--- config.mk ---
export PLATFORM = sky130hd
export DESIGN_NAME = seq_bit_serializer
export DESIGN_NICKNAME = d
export VERILOG_FILES = /design/src/rtl/seq_bit_serializer_pkg.sv /design/src/rtl/seq_bit_serializer.sv
export SDC_FILE = /design/constraint.sdc
export NUM_CORES = 1
export LEC_CHECK = 0
export ABC_AREA = 1
export CAP_MARGIN = 25
export CELL_PAD_IN_SITES_DETAIL_PLACEMENT = 1
export CELL_PAD_IN_SITES_GLOBAL_PLACEMENT = 1
export CORE_ASPECT_RATIO = 0.9
export CORE_MARGIN = 2
export CORE_UTILIZATION = 39
export DETAILED_ROUTE_END_ITERATION = 10
export GPL_ROUTABILITY_DRIVEN = 0
export PLACE_DENSITY = 0.89
export SLEW_MARGIN = 40
export SYNTH_ARGS = -nofsm -noshare
export SYNTH_HDL_FRONTEND = slang
export SYNTH_SLANG_ARGS = --single-unit
--- constraint.sdc ---
create_clock -name clk -period 2 [get_ports clk]
set_input_delay 0.6 -clock clk [delete_from_list [all_inputs] [get_ports clk]]
set_output_delay 0.6 -clock clk [all_outputs]
set_load 0.005 [all_outputs]
--- src/rtl/seq_bit_serializer_pkg.sv ---
// Shared constants for the serializer that feeds the serial sequence detector.
package seq_pkg;

  localparam logic IDLE_ENC  = 1'b0;
  localparam logic SHIFT_ENC = 1'b1;

  typedef enum logic {
    IDLE  = IDLE_ENC,
    SHIFT = SHIFT_ENC
  } state_e;

  localparam logic IDLE_BIT_DEF = 1'b1;

  // Word width consumed by the downstream detector.
  localparam int SEQ_W = 8;

endpackage

--- src/rtl/seq_bit_serializer.sv ---
// Parallel-to-serial feeder: valid/ready word intake, one bit per enabled clock,
// back-to-back frames without a bubble, and a downstream stall enable.
module seq_bit_serializer
  import seq_pkg::*;
#(
  parameter int   WIDTH     = SEQ_W,
  parameter bit   MSB_FIRST = 1'b1,
  parameter logic IDLE_BIT  = IDLE_BIT_DEF
) (
  input  logic             clk,
  input  logic             rst,
  input  logic [WIDTH-1:0] din,
  input  logic             din_valid,
  output logic             din_ready,
  input  logic             ser_en,
  output logic             bit_out,
  output logic             bit_valid,
  output logic             frame_done,
  output logic             busy
);

  localparam int CNT_W = $clog2(WIDTH + 1);

  state_e             state_q, state_d;
  logic [WIDTH-1:0]   sh_q, sh_d;
  logic [CNT_W-1:0]   cnt_q, cnt_d;
  logic               bit_out_q, bit_out_d;
  logic               bit_valid_q, bit_valid_d;
  logic               frame_done_q, frame_done_d;
  logic               busy_q, busy_d;
  logic               xfer;

  function automatic logic head_bit(input logic [WIDTH-1:0] w);
    return MSB_FIRST ? w[WIDTH-1] : w[0];
  endfunction

  // The shifter holds the bits not yet presented, next one at the head.
  function automatic logic [WIDTH-1:0] advance(input logic [WIDTH-1:0] w);
    return MSB_FIRST ? (w << 1) : (w >> 1);
  endfunction

  assign din_ready = ser_en && ((state_q == IDLE) ||
                                (state_q == SHIFT && cnt_q == CNT_W'(1)));
  assign xfer      = din_valid && din_ready;

  always_comb begin
    state_d      = state_q;
    sh_d         = sh_q;
    cnt_d        = cnt_q;
    bit_out_d    = bit_out_q;
    bit_valid_d  = 1'b0;
    frame_done_d = 1'b0;
    busy_d       = busy_q;
    if (xfer) begin
      sh_d        = advance(din);
      bit_out_d   = head_bit(din);
      cnt_d       = CNT_W'(WIDTH);
      bit_valid_d = 1'b1;
      busy_d      = 1'b1;
      state_d     = SHIFT;
    end else if (ser_en) begin
      unique case (state_q)
        SHIFT: begin
          if (cnt_q > CNT_W'(1)) begin
            bit_out_d    = head_bit(sh_q);
            sh_d         = advance(sh_q);
            cnt_d        = cnt_q - CNT_W'(1);
            bit_valid_d  = 1'b1;
            frame_done_d = (cnt_q == CNT_W'(2));
          end else begin
            bit_out_d = IDLE_BIT;
            cnt_d     = '0;
            busy_d    = 1'b0;
            state_d   = IDLE;
          end
        end
        default: begin
          bit_out_d = IDLE_BIT;
          busy_d    = 1'b0;
        end
      endcase
    end
  end

  always_ff @(posedge clk) begin
    if (rst) begin
      state_q      <= IDLE;
      sh_q         <= '0;
      cnt_q        <= '0;
      bit_out_q    <= IDLE_BIT;
      bit_valid_q  <= 1'b0;
      frame_done_q <= 1'b0;
      busy_q       <= 1'b0;
    end else begin
      state_q      <= state_d;
      sh_q         <= sh_d;
      cnt_q        <= cnt_d;
      bit_out_q    <= bit_out_d;
      bit_valid_q  <= bit_valid_d;
      frame_done_q <= frame_done_d;
      busy_q       <= busy_d;
    end
  end

  assign bit_out    = bit_out_q;
  assign bit_valid  = bit_valid_q;
  assign frame_done = frame_done_q;
  assign busy       = busy_q;

endmodule

==> flow_summary_export.csv, run 1 <==
group,metric,value,unit
layout,area_growth,26.7,%
sta,period_share,0.914,
synth,netlist.area_leader.share,0.360,
synth,synth.top_cells.by_count,"nand2_1 (30), inv_1 (17), dfxtp_1 (16)",
critical_path,critPathSlowestCell,"dfxtp_2",
synth,synth_edf_count,0,
critical_path,cp-end-kind,"output port",
global_routing,grt_pass1_wl,3.66,mm
sta,period_needed,1.83,ns
sta,slew_viol_final,0,
global_routing,grt.total_usage,0.187,
layout,postLayoutCoreUtil,0.522,
detailed_routing,wl_per_cell,12.6,um
detailed_routing,dr.pass1.iters,3,
global_routing,grt_max_degree,16,
die,die_h,49.3,um
die,num_io_pins,17,
detailed_routing,dr.first_iter.drc_count,6,
sta,rsz0062_at_grt,"no",
synth,synth_area_leaders,"dfxtp_1 (36%), nand2_1 (13%), inv_1 (7.2%)",
layout,diodes,0,
layout,nets,156,
synth,synth-seq-area-share,0.360,
synth,yosys.cell_types.count,23,
synth,syn_avg_cell_area,7.61,um2
clock_tree,post_cts_buffers,0,
synth,synth_nets,132,
clock_tree,clockBufferDepth,2,
sta,setup_viol,0,
clock_tree,h-tree-depth,1,
die,core_area,2160,um2
die,fp.dieW,54.4,um
sta,setup_tns,0,ns
clock_tree,cts_inserted_buffers,3,
critical_path,criticalPathCategory,"reg2out",
clock_tree,cts_tree,"done",
synth,ys_seq_elements,16,
clock_tree,root_buffer,"clkbuf_4",
synth,synth_most_common_cell,"nand2_1",
critical_path,cp.arrival,1.23,ns
clock_tree,post_cts_resized,4,
critical_path,crit_path_max_incr_delay,0.34,ns
sta,fin_ws,0.173,ns
power_and_ir_drop,ir_drop,294,uV
synth,syn_area,891,um2
detailed_routing,via_per_inst,4.65,
power_and_ir_drop,pwr_density_cell,597,nW/um2
die,std_cell_rows,16,
clock_tree,clk_pin_slew,0.10,ns
global_routing,antenna_found_initial,0,
synth,synth_top_flop_cell,"dfxtp_1",
clock_tree,clock_sinks,16,
critical_path,worstPathMaxFanout,3,
layout,drive_gt1_frac,0.229,
worst_hold_path,worstHoldPathType,"reg2reg",
detailed_routing,vias,777,
clock_tree,insertion_delay,0.29,ns
synth,postSynthCellCount,117,
sta,finClkSkew,0.00906,ns
detailed_routing,postRouteAntennaNets,0,
sta,tightestPinTransition,0.347,ns
placed_design,pre_cts_slack,-0.360,ns
job,max_cap_violations,0,
placed_design,hpwl,1.67,mm
placed_design,io_buffer_count,16,
synth,ys_async_sr_fraction,0,
die,die_area,2680,um2
sta,max_freq,0.547,GHz
power_and_ir_drop,power,674,uW
critical_path,cp_data_required_time,1.40,ns
layout,fillers,288,
power_and_ir_drop,p_leak,0.000550,uW
sta,slew_headroom,0.768,
die,start_util,0.412,
detailed_routing,drc,0,
synth,synth_top_area_cell,"dfxtp_1",
clock_tree,hold_buffers,0,
synth,yosys_warnings,0,
run_status,status,"finished clean",
critical_path,worstSetupStartpointType,"flop",
critical_path,crit_chain,"inv_2 -> ha_2 -> nand2_2 -> nand2_4 -> inv_1 -> nor2_1 -> clkbuf_2",
worst_hold_path,hold_depth,2,
global_routing,grt_overflow,0,
critical_path,r2r_cells,9,
detailed_routing,drt_wl_total,2.11,mm
global_routing,grt_pass1_vias,824,
sta,hold_violations,0,
[critical path, delay by kind of cell, from the launching register on]
kind	cells	cell delay, ns
flip-flops	1	0.34
buffers and inverters	3	0.22
AND/OR/NAND/NOR	3	0.21
adder cells (fa/ha/maj)	1	0.19
[state kept, by name, summed over array words and instances, names as in the netlist]
| register | flops |
|---|---|
| state_q | 1 |
| bit_out | 1 |
| bit_valid | 1 |
| cnt_q | 4 |
| frame_done | 1 |
| sh_q | 7 |
| busy | 1 |
[final timing paths]
kind	start	to	slack [ns]
setup / recovery	cnt_q[1]$_SDFFE_PP0P_	din_ready	0.17
setup reg to reg	cnt_q[0]$_SDFFE_PP0P_	cnt_q[3]$_SDFFE_PP0P_	0.44
hold / removal	busy$_SDFFE_PP0P_	busy$_SDFFE_PP0P_	0.47
hold reg to reg	busy$_SDFFE_PP0P_	busy$_SDFFE_PP0P_	0.47
[power breakdown]
group	switching (uW)	internal, uW
registers	9.52	331
clock network	104	111
logic	62.6	57.1
[cells in the final DEF (no fill, tap or decap)]
master and count:
nand2_1 30, inv_1 16, dfxtp_1 15, clkdlybuf4s50_1 14, nor2_1 10, o21ai_1 6
nand3_1 5, buf_4 5, inv_2 4, nand2_4 4, o21ai_2 4, a21oi_1 3
clkbuf_4 3, nor2_4 2, nand2_2 2, a21oi_2 2, nand4_1 2, ha_1 2
nand3_4 1, nand2_8 1, o22ai_1 1, xor2_1 1, nor3_1 1, o211ai_1 1
ha_2 1, clkbuf_8 1, dfxtp_2 1, dlygate4sd2_1 1, clkbuf_2 1
[layout make-up]
cell class,instances,area [um2],area share
repair buffers,21,191,0.170
flip-flops and latches,16,322,0.285
well taps,27,33.8,0.0299
clock buffers,4,36.3,0.0322
multi-input cells,79,470,0.417
inverters,20,75.1,0.0665
[through the flow]
step	instance area, um2	hold slack, ns	std cells
6_report	1130	0.472	167
5_1_grt	1130	0.500	167
4_1_cts	1130	0.473	167
3_5_place_dp	1090	0.456	163
3_3_place_gp	1090	0.445	163
2_1_floorplan	891	0.426	117
[metal layers]
metal / vias up / part of all wire / track usage
li1: 408 / - / -
met1: 356 / 0.45 / 0.245
met2: 11 / 0.51 / 0.309
met3: 2 / 0.032 / 0.0307
met4: 0 / 0.0047 / 0.0500
met5: - / 0 / 0
[cell families after synthesis]
kind of cell,share of synthesized area
compound gates,0.125
xor+xnor,0.00983
fa+ha+maj,0.0421
buf+inv,0.115
flops,0.360
simple gates,0.348
Note: power is estimated with default switching activity, not from simulation.
==> run 2: changes to the inputs <==
--- a/config.mk
+++ b/config.mk
@@ -14,6 +14,7 @@
 export CORE_UTILIZATION = 39
 export DETAILED_ROUTE_END_ITERATION = 10
 export GPL_ROUTABILITY_DRIVEN = 0
+export GPL_TIMING_DRIVEN = 0
 export PLACE_DENSITY = 0.89
 export SLEW_MARGIN = 40
 export SYNTH_ARGS = -nofsm -noshare
==> run 2 against run 1 <==
Compared with the run above:
- die area unchanged
- global-route usage shrank 1.3 points
- largest power group unchanged
- count of clock-buffer cells in the layout did not move
==> flow_summary_export.csv, run 2 (synthesis results as in run 1) <==
group,metric,value,unit
critical_path,cp-end-kind,"output port",
layout,largest_registers,"sh_q (7), cnt_q (4)",
critical_path,r2r_cells,9,
detailed_routing,postRouteAntennaNets,0,
die,num_io_pins,17,
detailed_routing,dr.first_iter.drc_count,4,
layout,area_growth,26.3,%
job,max_cap_violations,0,
detailed_routing,vias,772,
detailed_routing,drc,0,
critical_path,worstPathMaxFanout,3,
clock_tree,h-tree-depth,1,
detailed_routing,drt_wl_total,2.00,mm
critical_path,r2r-start,"cnt_q[1]$_SDFFE_PP0P_",
clock_tree,root_buffer,"clkbuf_4",
global_routing,grt_pass1_vias,792,
layout,drive_gt1_frac,0.217,
layout,multi_input_area,470,um2
clock_tree,hold_buffers,0,
layout,instances_no_fill,165,
layout,regArea,322,um2
worst_hold_path,worstHoldPathType,"reg2reg",
placed_design,dpl.cell_count,159,
die,fp.dieW,54.4,um
critical_path,reg2reg_setup_slack,0.42,ns
detailed_routing,routed-wl-met2,984,um
worst_hold_path,hold_depth,2,
global_routing,grt_max_degree,11,
global_routing,grt.total_usage,0.174,
sta,period_share,0.944,
run_status,status,"finished clean",
sta,slew_headroom,0.779,
sta,max_freq,0.530,GHz
sta,period_needed,1.89,ns
critical_path,worstReg2RegEnd,"sh_q[7]$_SDFFE_PP0P_",
global_routing,antenna_found_initial,0,
sta,rsz0062_at_grt,"no",
clock_tree,clk_pin_slew,0.10,ns
placed_design,hpwl,1.63,mm
die,die_h,49.3,um
detailed_routing,dr.pass1.iters,4,
detailed_routing,top_layer,"met4",
die,start_util,0.412,
layout,diodes,0,
die,std_cell_rows,16,
global_routing,grt_overflow,0,
clock_tree,insertion_delay,0.29,ns
layout,layout_commonest_cell,"nand2_1",
critical_path,criticalPathCategory,"reg2out",
sta,hold_slack,0.467,ns
clock_tree,cts_inserted_buffers,3,
power_and_ir_drop,p_leak,0.000545,uW
clock_tree,clock_sinks,16,
worst_hold_path,hold-path-endpoint,"sh_q[2]$_SDFFE_PP0P_",
detailed_routing,wl_met1,904,um
power_and_ir_drop,power,680,uW
detailed_routing,via_per_inst,4.68,
placed_design,io_buffer_count,15,
critical_path,worstSetupStartpointType,"flop",
critical_path,cp.arrival,1.29,ns
clock_tree,clockBufferDepth,2,
clock_tree,cts_tree,"done",
worst_hold_path,hp-start,"sh_q[2]$_SDFFE_PP0P_",
die,die_area,2680,um2
critical_path,cp_data_required_time,1.40,ns
die,core_area,2160,um2
layout,final_cell_mix,"nand2_1 (30), inv_1 (17), dfxtp_1 (15), clkdlybuf4s50_1 (14), nor2_1 (10)",
layout,fillers,283,
layout,largest_reg_flops,7,
sta,slew_viol_final,0,
power_and_ir_drop,pwr_density_cell,605,nW/um2
sta,setup_viol,0,
sta,finClkSkew,0.00116,ns
detailed_routing,wl_per_cell,12.1,um
sta,hold_violations,0,
sta,tightestPinTransition,0.332,ns
power_and_ir_drop,ir_drop,345,uV
global_routing,grt_pass1_wl,3.37,mm
layout,regMostFlops,"sh_q",
detailed_routing,dr_wl_met3,94,um
layout,nets,154,
## run 2: worst max-delay path by stage
stage / end / cells after the start / slack (ns) / start
6_report: din_ready / 7 / 0.11 / cnt_q[1]$_SDFFE_PP0P_
4_1_cts: din_ready / 7 / 0.001 / cnt_q[1]$_SDFFE_PP0P_
3_3_place_gp: din_ready / 4 / -0.02 / ser_en
3_5_place_dp: din_ready / 4 / -0.07 / ser_en
2_1_floorplan: din_ready / 3 / 0.49 / ser_en
5_1_grt: din_ready / 7 / 0.01 / cnt_q[1]$_SDFFE_PP0P_
## run 2: layout make-up
cell class / count / area share
Tap cell: 27 / 0.0300
Buffer: 2 / 0.0245
Timing Repair Buffer: 17 / 0.142
Sequential cell: 16 / 0.286
Clock buffer: 4 / 0.0323
Multi-Input combinational cell: 79 / 0.418
Inverter: 20 / 0.0667
## run 2: per-stage QoR
stage	area (um2)	setup slack (ns)	util	TNS [ns]
floorplan	891	0.492	-	0
global placement	1070	-0.0243	0.497	-0.0243
detailed placement	1070	-0.0696	0.497	-0.0696
CTS	1130	0.00121	0.523	0
global route	1120	0.0146	0.520	0
finish	1120	0.112	0.520	0
## run 2: where the power goes
| part | switching (uW) | leakage (uW) | internal, uW |
|---|---|---|---|
| Combinational | 62.4 | 0.000393 | 57.1 |
| Sequential | 8.95 | 0.000131 | 331 |
| Clock | 110 | 0.0000210 | 111 |
## run 2: critical path, cell delays in order (launching register included)
cell and delay (ns):
dfxtp_2 0.34, inv_1 0.09, ha_2 0.19, nand2_2 0.07
nand2_4 0.06, inv_1 0.04, nor2_1 0.08, clkbuf_2 0.12
## run 2: layer usage
metal  global-route usage  vias to the layer above
met5                    0                        -
met4               0.0667                        0
met3               0.0429                        2
met2                0.293                       15
met1                0.205                      353
li1                     -                      402
## run 2: what timing repair did
item / 4_1_cts / 5_1_grt
pin swaps: 1 / 0
setup endpoints to repair: 1 / 1
gates resized for setup: 4 / 1
gates cloned: 0 / 0
buffers inserted: 2 / 0
